$ cat config.mk
export PLATFORM = sky130hd
export DESIGN_NAME = lru_req_queue_flat
export DESIGN_NICKNAME = d
export VERILOG_FILES = /design/src/rtl/lru_req_queue_if.sv /design/src/rtl/lru_req_queue.sv /design/src/flat_wrapper.sv
export SDC_FILE = /design/constraint.sdc
export NUM_CORES = 1
export LEC_CHECK = 0
export ABC_CLOCK_PERIOD_IN_PS = 7500
export BUFFER_PORTS_ARGS = -buffer_cell sky130_fd_sc_hd__buf_2
export CAP_MARGIN = 0
export CORE_ASPECT_RATIO = 0.5
export CORE_MARGIN = 2
export CORE_UTILIZATION = 38
export DETAILED_ROUTE_END_ITERATION = 6
export GPL_ROUTABILITY_DRIVEN = 0
export SLEW_MARGIN = 20
export SYNTH_ARGS = -nofsm -noshare
export SYNTH_HDL_FRONTEND = slang
export SYNTH_SLANG_ARGS = --single-unit
$ cat constraint.sdc
create_clock -name clk -period 7.5 [get_ports clk]
set_clock_uncertainty 0.05 [all_clocks]
set_input_delay 2.25 -clock clk [delete_from_list [all_inputs] [get_ports clk]]
set_output_delay 2.25 -clock clk [all_outputs]
set_load 0.01 [all_outputs]
$ cat src/rtl/lru_req_queue_if.sv
// Bundle of handshake signals between lru_req_queue and its neighbours:
// requester push ports, the arbiter request/grant pair and the downstream
// valid/ready output stage.
//   master : the environment side (requesters, arbiter, downstream consumer)
//   slave  : the lru_req_queue side
interface lru_req_queue_if #(
    parameter int unsigned NUM_REQ = 10,
    parameter int unsigned DATA_W  = 32,
    parameter int unsigned SRC_W   = $clog2(NUM_REQ)
) ();
    logic [NUM_REQ-1:0]        in_valid;
    logic [NUM_REQ-1:0]        in_ready;
    logic [NUM_REQ*DATA_W-1:0] in_data;
    logic [NUM_REQ-1:0]        req;
    logic [NUM_REQ-1:0]        gnt;
    logic                      out_valid;
    logic                      out_ready;
    logic [DATA_W-1:0]         out_data;
    logic [SRC_W-1:0]          out_src;
    logic                      gnt_err;

    modport master (
        output in_valid, in_data, gnt, out_ready,
        input  in_ready, req, out_valid, out_data, out_src, gnt_err
    );

    modport slave (
        input  in_valid, in_data, gnt, out_ready,
        output in_ready, req, out_valid, out_data, out_src, gnt_err
    );
endinterface

$ cat src/rtl/lru_req_queue.sv
// Per-requester ingress FIFOs in front of an LRU matrix arbiter.
// Each requester pushes into its own DEPTH-entry FIFO; non-empty FIFOs raise
// req while the output stage can take a word; the arbiter's one-hot gnt pops
// the winning FIFO and the payload is registered into a valid/ready stage.
// Ports:
//   clk   : clock, all state on rising edge
//   rst_b : asynchronous active-low reset
//   bus   : lru_req_queue_if.slave (push ports, req/gnt, output stage, gnt_err)
module lru_req_queue #(
    parameter int unsigned NUM_REQ = 10,
    parameter int unsigned DATA_W  = 32,
    parameter int unsigned DEPTH   = 4,
    parameter int unsigned SRC_W   = $clog2(NUM_REQ)
) (
    input logic            clk,
    input logic            rst_b,
    lru_req_queue_if.slave bus
);
    localparam int unsigned PTR_W = $clog2(DEPTH);
    localparam int unsigned CNT_W = PTR_W + 1;

    logic [DATA_W-1:0] mem_q   [NUM_REQ][DEPTH];
    logic [CNT_W-1:0]  count_q [NUM_REQ];
    logic [PTR_W-1:0]  wptr_q  [NUM_REQ];
    logic [PTR_W-1:0]  rptr_q  [NUM_REQ];

    logic              out_valid_q;
    logic [DATA_W-1:0] out_data_q;
    logic [SRC_W-1:0]  out_src_q;
    logic              gnt_err_q;

    logic               slot_free;
    logic [NUM_REQ-1:0] in_ready_w;
    logic [NUM_REQ-1:0] req_w;
    logic [NUM_REQ-1:0] push;
    logic [NUM_REQ-1:0] pop;
    logic               gnt_onehot;
    logic               gnt_legal;
    logic               accept;
    logic [SRC_W-1:0]   pop_src;
    logic [DATA_W-1:0]  pop_data;

    always_comb begin
        slot_free = ~out_valid_q | bus.out_ready;
        for (int unsigned i = 0; i < NUM_REQ; i++) begin
            // Ready depends on registered count only; a same-cycle pop does
            // not open a slot in a full FIFO.
            in_ready_w[i] = (count_q[i] != CNT_W'(DEPTH));
            // Masking req while stalled keeps the arbiter's LRU state frozen.
            req_w[i]      = (count_q[i] != '0) & slot_free;
            push[i]       = bus.in_valid[i] & in_ready_w[i];
        end
    end

    always_comb begin
        gnt_onehot = (bus.gnt != '0) && ((bus.gnt & (bus.gnt - NUM_REQ'(1))) == '0);
        gnt_legal  = gnt_onehot && ((bus.gnt & ~req_w) == '0);
        accept     = slot_free & gnt_legal;
        pop        = accept ? bus.gnt : '0;
    end

    // One-hot pop makes an OR-mux sufficient for index and payload.
    always_comb begin
        pop_src  = '0;
        pop_data = '0;
        for (int unsigned i = 0; i < NUM_REQ; i++) begin
            if (pop[i]) begin
                pop_src  = pop_src | SRC_W'(i);
                pop_data = pop_data | mem_q[i][rptr_q[i]];
            end
        end
    end

    // Storage array is not reset; counts gate every read of it.
    always_ff @(posedge clk) begin
        for (int unsigned i = 0; i < NUM_REQ; i++) begin
            if (push[i]) begin
                mem_q[i][wptr_q[i]] <= bus.in_data[i*DATA_W +: DATA_W];
            end
        end
    end

    always_ff @(posedge clk or negedge rst_b) begin
        if (!rst_b) begin
            for (int unsigned i = 0; i < NUM_REQ; i++) begin
                count_q[i] <= '0;
                wptr_q[i]  <= '0;
                rptr_q[i]  <= '0;
            end
        end else begin
            for (int unsigned i = 0; i < NUM_REQ; i++) begin
                count_q[i] <= count_q[i] + CNT_W'(push[i]) - CNT_W'(pop[i]);
                if (push[i]) begin
                    wptr_q[i] <= wptr_q[i] + PTR_W'(1);
                end
                if (pop[i]) begin
                    rptr_q[i] <= rptr_q[i] + PTR_W'(1);
                end
            end
        end
    end

    always_ff @(posedge clk or negedge rst_b) begin
        if (!rst_b) begin
            out_valid_q <= 1'b0;
            out_data_q  <= '0;
            out_src_q   <= '0;
            gnt_err_q   <= 1'b0;
        end else begin
            if (accept) begin
                out_valid_q <= 1'b1;
                out_data_q  <= pop_data;
                out_src_q   <= pop_src;
            end else if (bus.out_ready) begin
                out_valid_q <= 1'b0;
            end
            // Any nonzero grant that is not accepted as legal is a protocol error.
            if ((bus.gnt != '0) && !gnt_legal) begin
                gnt_err_q <= 1'b1;
            end
        end
    end

    assign bus.in_ready  = in_ready_w;
    assign bus.req       = req_w;
    assign bus.out_valid = out_valid_q;
    assign bus.out_data  = out_data_q;
    assign bus.out_src   = out_src_q;
    assign bus.gnt_err   = gnt_err_q;
endmodule

$ cat src/flat_wrapper.sv
// flat-port wrapper written by rule: the top's interface ports become plain ports
module lru_req_queue_flat 
#(
    parameter int unsigned NUM_REQ = 10,
    parameter int unsigned DATA_W  = 32,
    parameter int unsigned DEPTH   = 4,
    parameter int unsigned SRC_W   = $clog2(NUM_REQ)
)
  (clk, rst_b, bus_in_valid, bus_in_data, bus_gnt, bus_out_ready, bus_in_ready, bus_req, bus_out_valid, bus_out_data, bus_out_src, bus_gnt_err);
  lru_req_queue_if #(.NUM_REQ(NUM_REQ), .DATA_W(DATA_W), .SRC_W(SRC_W)) bus_i ();
  input logic clk;
  input logic rst_b;
  input wire logic [$bits(bus_i.in_valid)-1:0] bus_in_valid;
  input wire logic [$bits(bus_i.in_data)-1:0] bus_in_data;
  input wire logic [$bits(bus_i.gnt)-1:0] bus_gnt;
  input wire logic [$bits(bus_i.out_ready)-1:0] bus_out_ready;
  output wire logic [$bits(bus_i.in_ready)-1:0] bus_in_ready;
  output wire logic [$bits(bus_i.req)-1:0] bus_req;
  output wire logic [$bits(bus_i.out_valid)-1:0] bus_out_valid;
  output wire logic [$bits(bus_i.out_data)-1:0] bus_out_data;
  output wire logic [$bits(bus_i.out_src)-1:0] bus_out_src;
  output wire logic [$bits(bus_i.gnt_err)-1:0] bus_gnt_err;
  assign bus_i.in_valid = bus_in_valid;
  assign bus_i.in_data = bus_in_data;
  assign bus_i.gnt = bus_gnt;
  assign bus_i.out_ready = bus_out_ready;
  assign bus_in_ready = bus_i.in_ready;
  assign bus_req = bus_i.req;
  assign bus_out_valid = bus_i.out_valid;
  assign bus_out_data = bus_i.out_data;
  assign bus_out_src = bus_i.out_src;
  assign bus_gnt_err = bus_i.gnt_err;
  lru_req_queue #(.NUM_REQ(NUM_REQ), .DATA_W(DATA_W), .DEPTH(DEPTH), .SRC_W(SRC_W)) u_core (.clk(clk), .rst_b(rst_b), .bus(bus_i));
endmodule
==> metrics <==
clock latency at the later pin of the worst-skew pair 0.77 ns; crit path max fanout 16; nets@finish 3642; cell area after synthesis 53800 um^2; Residual DRC 0; vias 29229; Total GRT Usage 22.4%; Crit path required time 5.20 ns; most frequent CP cell buf_2; CTS tree done; Max Root-Sink Buffers 3; Power Internal 15.1 mW; Num CTS Buffers 133; CP delay by family, top simple AND/OR/NAND/NOR gates; worst setup path startpoint bus_out_ready; final setup vio count 0; die footprint 145000 um^2; clk root buf clkbuf_16; antenna-violating nets left 0; post-synthesis compound-gate area fraction 3.49%; adder and majority cell fraction of the synthesized area 1.81%; largest family of logic cells by synthesized area multiplexers; max incr delay on CP 0.75 ns; Syn Area/Cell 19.4 um^2; WHS 0.421 ns; Ports 401; share of layout cells above drive strength 1 26.5%; Worst setup EP type primary output; initial antenna violation count 102; total negative slack 0 ns; Yosys cell types 43; Fillers 12188; Synth async-reset ratio 7.78%; WP buf/inv 2; Hold Crit Class flip-flop to flip-flop; pwr dens 345 nW/um^2; Post-Synth XOR/XNOR Area 0.814%; mux cell area share after synthesis 13.5%; initial core utilization 38.3%; VDD IR max 0.000291 V; kind of critical path primary input to primary output; outcome complete, no violations; vias in the first global route 28379; cells along the critical path buf_2 > nor2b_1 > nor2_1 > buf_2; hold path start u_core.rptr_q[13]; Avg WL per Cell 31.3 um; sequential share of power 50.1%; largest net degree at the start of global routing 64; Final Total Pwr 21.5 mW; Site Rows 97; Post-synth top flop edfxtp_1; CP max stage cell nor2b_1; clock slew at reported path FFs 0.06 ns; final wirelength 164 mm; footprint of the multi-input gates 11800 um^2; final period utilization 77.2%; static leakage 20.6 nW; Vert. Die Dim 270 um; worst slew pin tran 1.31 ns; final max-slew violation count 0; Synth Register Bits 1388; register area share after synthesis 76.5%; Post-CTS Hold Buffers 0; Post-Synth Simple-Gate Area 2.33%; setup bufs post-CTS 0; R2R setup slack 3.75 ns; RSZ-0062 raised after global routing false; Fin. Hold Viols 0; most frequent cells in the layout 1280 x edfxtp_1, 401 x buf_2, 349 x mux2i_1, 175 x o22ai_1, 146 x mux4_2; Clock Power Share 30.1%; Yosys Warn Count 0; crit start category primary input; launch point of the worst reg-to-reg path u_core.rptr_q[5]; area delta synth->final 16.0%; synthesized instance count 2768; flip-flop and latch area 41200 um^2; Die Width 536 um; Post-synth EDFFs 1280; DR vias/cell 5.57; grt total ovfl 0; Num Clock Sinks 1388; Slew HR 12.9%; f_max 173 MHz; cts repair resizes 0; syn_nets 3181; htree depth 4; CP arrival 3.49 ns; NetSw 6.38 mW; global-route wire length before repair 224 mm; Port Buf Inserts 400; Final HPWL DP 115 mm; Period minus WS final 5.79 ns; drt pass-1 iters 6; Gate power share 19.7%; max-cap check violation count 0; Switching Fraction 29.6%; commonest non-fill, non-tap cell in the layout edfxtp_1; Core Footprint 140000 um^2; DR iter-0 viols 3335
==> area by class of cell <==
| cell class | instances | share of cell area, % |
|---|---|---|
| Inverter | 77 | 0.463 |
| Clock inverter | 70 | 0.852 |
| Antenna cell | 29 | 0.116 |
| Sequential cell | 1388 | 66.0 |
| Multi-Input combinational cell | 1160 | 19.0 |
| Timing Repair Buffer | 469 | 4.04 |
| Tap cell | 1881 | 3.77 |
| Clock buffer | 169 | 5.78 |
==> layer usage <==
| metal | part of all wire, % | wire [um] | GRT usage, % | vias to the layer above |
|---|---|---|---|---|
| li1 | - | - | - | 12178 |
| met3 | 9.5 | 15600 | 5.96 | 338 |
| met5 | 0.22 | 366 | 0 | - |
| met2 | 48 | 78700 | 35.7 | 1461 |
| met4 | 3.3 | 5470 | 8.04 | 56 |
| met1 | 39 | 64300 | 29.6 | 15196 |
==> cells in the mapped netlist (all sizes together) (10+ instances only) <==
cell type | count | area [um^2]
nand2 | 32 | 120
buf | 49 | 231
o22ai | 175 | 1090
and2 | 13 | 81.3
dfrtp | 108 | 2700
a211oi | 32 | 240
a22oi | 38 | 285
nand4 | 38 | 238
nor4 | 15 | 93.8
nor3 | 32 | 165
o21ai | 12 | 60.1
nor2 | 24 | 90.1
edfxtp | 1280 | 38400
and3 | 42 | 268
fa | 10 | 200
ha | 60 | 751
a222oi | 14 | 140
inv | 77 | 289
mux4 | 146 | 3290
xnor2 | 50 | 438
mux2i | 349 | 3490
clkbuf | 94 | 353
mux2 | 35 | 458
nand3 | 15 | 75.1
==> stage by stage <==
stage	area [um^2]	worst slack, ns	util (%)	cells
2_1_floorplan	53800	2.27	-	2768
3_3_place_gp	58100	1.66	41.4	4972
3_5_place_dp	58100	1.58	41.4	4974
4_1_cts	62300	1.75	44.4	5213
5_1_grt	62400	1.60	44.4	5234
6_report	62400	1.71	44.5	5243
==> power groups by stage <==
| stage | Combinational, mW | Clock [mW] | Sequential, mW |
|---|---|---|---|
| 2_1_floorplan | 2.26 | 0 | 10.8 |
| 3_3_place_gp | 4.16 | 0 | 10.9 |
| 3_5_place_dp | 4.24 | 0 | 10.9 |
| 4_1_cts | 4.25 | 6.58 | 10.8 |
| 5_1_grt | 4.47 | 6.89 | 10.9 |
| 6_report | 4.25 | 6.48 | 10.8 |
==> flip-flops by register name (all words and copies together) (netlist names) <==
name                  cells
u_core.mem_q           1280
u_core.bus.out_data      32
u_core.count_q           30
u_core.rptr_q            20
u_core.wptr_q            20
u_core.bus.out_src        4
u_core.bus.gnt_err        1
u_core.bus.out_valid      1
==> worst paths after layout <==
path	end	cells after the start
max reg2reg	u_core.bus.out_data[26]	6
min	u_core.rptr_q[13]	1
max in group asynchronous	u_core.rptr_q[1]	2
max	bus_req[9]	4
min in group asynchronous	u_core.wptr_q[13]	1
min reg2reg	u_core.rptr_q[13]	1
==> kinds of logic (layout without fill, tap and decap cells) <==
family / Yosys count / after routing
buffers and inverters: 220 / 785
AND/OR/NAND/NOR: 229 / 229
adder cells (fa/ha/maj): 72 / 72
flip-flops: 1388 / 1388
multiplexers: 530 / 530
XOR/XNOR: 50 / 50
AO/OA/AOI/OAI: 279 / 279
other: 0 / 29
Power figures use the tool's default switching activity.
